$ cat config.mk
export PLATFORM = sky130hd
export DESIGN_NAME = fir_mac_sequencer
export DESIGN_NICKNAME = d
export VERILOG_FILES = /design/src/rtl/fir_mac_sequencer_pkg.sv /design/src/rtl/signed_multiplier.sv /design/src/rtl/fir_mac_sequencer.sv
export SDC_FILE = /design/constraint.sdc
export NUM_CORES = 1
export LEC_CHECK = 0
export CORE_MARGIN = 4
export CORE_UTILIZATION = 35
export CTS_CLUSTER_SIZE = 28
export DETAILED_ROUTE_END_ITERATION = 7
export PLACE_DENSITY = 0.59
export SYNTH_ARGS = -nofsm -noshare
export SYNTH_HDL_FRONTEND = slang
export SYNTH_SLANG_ARGS = --single-unit
$ cat constraint.sdc
create_clock -name clk -period 12.6 [get_ports clk]
set_input_delay 2.52 -clock clk [delete_from_list [all_inputs] [get_ports clk]]
set_output_delay 2.52 -clock clk [all_outputs]
set_load 0.05 [all_outputs]
$ cat src/rtl/fir_mac_sequencer_pkg.sv
// fir_mac_sequencer_pkg: shared widths, FSM state type and accumulator width helper for the FIR MAC core
package fir_mac_sequencer_pkg;
  localparam int SAMPLE_W = 4;
  localparam int PROD_W = 8;
  typedef enum logic [1:0] {IDLE, MAC, OUT} state_t;
  function automatic int min_acc_w(input int taps);
    return PROD_W + $clog2(taps);
  endfunction
endpackage

$ cat src/rtl/signed_multiplier.sv
// signed_multiplier: combinational 4x4 two's-complement multiplier producing an 8-bit signed product
module signed_multiplier (
  input  logic [3:0] a,
  input  logic [3:0] b,
  output logic [7:0] p
);
  logic [7:0] ae;
  assign ae = {{4{a[3]}}, a};
  always_comb begin
    p = 8'd0;
    for (int j = 0; j < 3; j++) p = p + ((b[j] ? ae : 8'd0) << j);
    p = p - ((b[3] ? ae : 8'd0) << 3);
  end
endmodule

$ cat src/rtl/fir_mac_sequencer.sv
// fir_mac_sequencer: time-multiplexed direct-form FIR, one tap product per cycle, valid/ready in and out
module fir_mac_sequencer
  import fir_mac_sequencer_pkg::*;
#(
  parameter int TAPS = 4,
  parameter int ACC_W = 10
) (
  input  logic                     clk,
  input  logic                     rst,
  input  logic                     in_valid,
  output logic                     in_ready,
  input  logic [SAMPLE_W-1:0]      in_data,
  input  logic                     coef_we,
  input  logic [$clog2(TAPS)-1:0]  coef_addr,
  input  logic [SAMPLE_W-1:0]      coef_wdata,
  output logic                     coef_busy,
  output logic                     out_valid,
  input  logic                     out_ready,
  output logic [ACC_W-1:0]         out_data
);
  localparam int AW = $clog2(TAPS);
  if (TAPS < 2 || TAPS > 16 || ACC_W < min_acc_w(TAPS)) begin : g_bad_params
    $error("fir_mac_sequencer: invalid TAPS/ACC_W");
  end
  state_t state, state_n;
  logic [SAMPLE_W-1:0] x [TAPS];
  logic [SAMPLE_W-1:0] h [2**AW];
  logic [AW-1:0] tap;
  logic [ACC_W-1:0] acc, pe;
  logic [PROD_W-1:0] p;
  logic last;
  signed_multiplier u_mul (.a(x[tap]), .b(h[tap]), .p(p));
  assign pe = {{(ACC_W-PROD_W){p[PROD_W-1]}}, p};
  assign last = tap == AW'(TAPS-1);
  assign in_ready = state == IDLE;
  assign coef_busy = state != IDLE;
  always_comb begin
    state_n = (state == IDLE && in_valid) ? MAC :
              (state == MAC && last) ? OUT :
              (state == OUT && out_ready) ? IDLE : state;
  end
  always_ff @(posedge clk) state <= rst ? IDLE : state_n;
  always_ff @(posedge clk) begin
    if (rst) begin
      for (int k = 0; k < TAPS; k++) x[k] <= '0;
      for (int k = 0; k < 2**AW; k++) h[k] <= '0;
      acc <= '0;
      tap <= '0;
      out_valid <= 1'b0;
      out_data <= '0;
    end else begin
      if (state == IDLE && coef_we) h[coef_addr] <= coef_wdata;
      if (state == IDLE && in_valid) begin
        x[0] <= in_data;
        for (int k = 1; k < TAPS; k++) x[k] <= x[k-1];
        acc <= '0;
        tap <= '0;
      end
      if (state == MAC) begin
        acc <= acc + pe;
        tap <= tap + 1'b1;
        if (last) begin
          out_data <= acc + pe;
          out_valid <= 1'b1;
        end
      end
      if (state == OUT && out_ready) out_valid <= 1'b0;
    end
  end
endmodule

==> flow_summary_export.csv <==
group,metric,value,unit
outcome,run_status,"complete, no violations",
route,ant_nets,0,
route,highest_layer,"met4",
yosys,synth_area,3388,um2
yosys,yosys.area.top_type,"edfxtp_1",
yosys,syn_inst,317,
power_and_ir_drop,clock_power_share,24.1,%
cts,cts.sink_count,59,
sta,slew_headroom,32.90,%
flow_run,maxCapViolCount,0,
route,dr_wl_met2,2786,um
route,wl_met3,276,um
power_and_ir_drop,p_comb_share,43.6,%
yosys,synthTopCellsByArea,"edfxtp_1 (28%), dfxtp_1 (16%), and2_1 (7.0%)",
yosys,synthMostInstantiatedCell,"and2_1",
yosys,synthArstFlopShare,0,%
final_layout,antenna_cells,0,
power_and_ir_drop,ir_worst_vdd,0.00007080,V
min_path,hold-path-cell-count,2,
yosys,syn_avg_cell_area,10.69,um2
cts,cts_root_buf,"clkbuf_8",
min_path,hold_end,"out_data[7]",
setup_path,crit_arrival,5860,ps
final_layout,fill_cells,881,
setup_path,worstPathRequired,12880,ps
yosys,ys_ff_latch,59,
setup_path,crit_type,"reg -> reg",
min_path,min_path_type,"reg -> reg",
min_path,min-delay-start,"out_data[7]",
grt,grt_pass1_vias,2208,
route,via_count,2298,
power_and_ir_drop,power_density,181.7,nW/um2
cts,cts_setup_buffers,0,
cts,cts_tree,"yes",
power_and_ir_drop,pwr-share-seq,32.3,%
power_and_ir_drop,sw_frac_of_total,36.39,%
sta,min_period,5584,ps
setup_path,cp_max_fo,8,
placement,portBuffers,27,
final_layout,nets,389,
grt,grt-ovfl-total,0,
route,drt_pre_antenna_iters,4,
sta,fin_crit_sh,44.31,%
die,die-area,11320,um2
die,rows,35,
die,core,9328,um2
final_layout,stdcell_count,480,
setup_path,ff2ff_setup_slack,7020,ps
cts,numCtsBuffers,9,
final_layout,layout-drive-gt1-share,8.832,%
yosys,ys_types,47,
sta,clock.fmax,179.1,MHz
sta,slew_viol_final,0,
cts,clkSlewWorstSetupHoldPaths,70,ps
die,initial_utilization,36.32,%
sta,rsz0062_at_grt,"false",
yosys,synth_edf_count,32,
cts,ctsResizeCount,0,
yosys,synth_top_area_share,28.36,%
yosys,synth-main-ff-cell,"edfxtp_1",
sta,setup_violations,0,
sta,tightestPinTransition,1003,ps
sta,hold_viol,0,
yosys,yosysSeqAreaShare,44.31,%
cts,hold_buffers,0,
cts,cts_buffer_depth,2,
route,drc,0,
placement,placed_cells,464,
route,m1WireLength,2888,um
cts,insertion_delay,340,ps
grt,grt_pass1_wl,10400,um
yosys,yosys-top-cells-count,"and2_1 (38), nand2_1 (33), edfxtp_1 (32)",
placement,hpwlAfterDp,4599,um
final_layout,post-route-util,42.70,%
die,io_pins,28,
route,wl_per_cell,12.71,um
grt,grtUsageTotal,11.61,%
route,drtIter0Drc,103,
setup_path,reg2regPathDepth,18,
sta,whs,453.6,ps
final_layout,area_delta_synth_final,17.54,%
route,routed_via_density,4.788,
yosys,syn-num-nets,360,
yosys,yosys_warnings,0,
setup_path,end_kind,"register",
cts,cts_max_level,3,
route,drt-total-wl,6099,um
die,die_x,106.4,um
power_and_ir_drop,p_int,460.3,uW
grt,antenna_found_initial,0,
setup_path,reg2reg_to,"acc[9]",
power_and_ir_drop,p_leak,1.634,nW
sta,setup_tns,0,ps
grt,grt_max_degree,31,
setup_path,startpoint_type,"register",
placement,place_congestion,0.7794,
die,die_height,106.4,um
power_and_ir_drop,p_switching,263.4,uW
sta,skew,13.73,ps
worst max-delay path: stages (launching register included):
cell,delay (ps)
dfxtp_1,580
mux4_1,680
and2_1,210
fa_1,500
inv_1,50
fa_1,550
inv_1,60
ha_1,280
a21o_1,170
a311o_2,390
a21oi_2,190
xnor2_2,180
ha_1,330
a21o_1,230
a221o_2,380
a21o_1,180
xor2_2,160
o31ai_1,230
a22o_1,160
logic make-up (layout without fill, tap and decap cells):
| kind of cell | count (synthesis) | in the layout | synth area share, % |
|---|---|---|---|
| buffers and inverters | 37 | 71 | 4.321 |
| muxes | 8 | 8 | 5.982 |
| DFF | 59 | 59 | 44.31 |
| xor gates and xnor gates | 11 | 11 | 4.062 |
| and+or+nand+nor | 122 | 122 | 18.28 |
| adders and majority gates | 28 | 28 | 12.78 |
| AOI/OAI and AO/OA | 52 | 52 | 10.27 |
stage by stage:
| stage | instance area (um2) | power, mW | setup slack (ps) |
|---|---|---|---|
| 6_report | 3983 | 0.7237 | 7016 |
| 5_1_grt | 3983 | 0.7758 | 6704 |
| 4_1_cts | 3983 | 0.7295 | 6976 |
| 3_5_place_dp | 3782 | 0.5513 | 6992 |
| 3_3_place_gp | 3782 | 0.5448 | 7118 |
| 2_1_floorplan | 3388 | 0.4942 | 7469 |
layer usage:
metal,vias up,GRT usage [%]
met5,-,0
met4,0,5.180
met3,14,3.400
met2,58,17.78
met1,1073,15.19
li1,1153,-
final cells by class:
| type | count | area (um2) | area share [%] |
|---|---|---|---|
| Inverter | 27 | 101.3 | 2.545 |
| Clock buffer | 9 | 123.9 | 3.110 |
| Tap cell | 129 | 161.4 | 4.053 |
| Clock inverter | 7 | 76.32 | 1.916 |
| Timing Repair Buffer | 28 | 277.8 | 6.975 |
| Sequential cell | 59 | 1501 | 37.70 |
| Multi-Input combinational cell | 221 | 1740 | 43.70 |
worst max path at each step:
stage	from	end	slack (ps)	depth (start not counted)
global placement	register	acc[9]	7120	18
floorplan	register	acc[9]	7470	19
global route	register	acc[9]	6700	19
CTS	register	acc[9]	6980	18
finish	register	acc[9]	7020	18
detailed placement	register	acc[9]	6990	18
power groups by stage:
stage | logic, mW | registers, mW | clock network, mW
global route | 0.352 | 0.236 | 0.188
floorplan | 0.261 | 0.234 | 0
finish | 0.316 | 0.234 | 0.174
CTS | 0.316 | 0.234 | 0.180
global placement | 0.307 | 0.238 | 0
detailed placement | 0.314 | 0.238 | 0
cells in the final DEF, fill, tap and decap left out, drive strengths merged, types with 3 or more instances in the layout:
cell,instances
and2,39
nand2,34
edfxtp,32
inv,29
dfxtp,27
clkdlybuf4s50,27
nor2,22
ha,17
a21oi,17
fa,11
clkbuf,9
o21ai,9
xnor2,9
mux4,8
nand3,7
a22oi,6
nor3,5
a21o,4
nor2b,4
o21a,3
or3,3
and3,3
clkinv,3
flip-flops by register name, indices dropped and copies added (netlist names), named ones only:
name and count:
acc 10, out_data 10, tap 2, out_valid 1, state 2, h 16, x 16
Power figures use the tool's default switching activity.
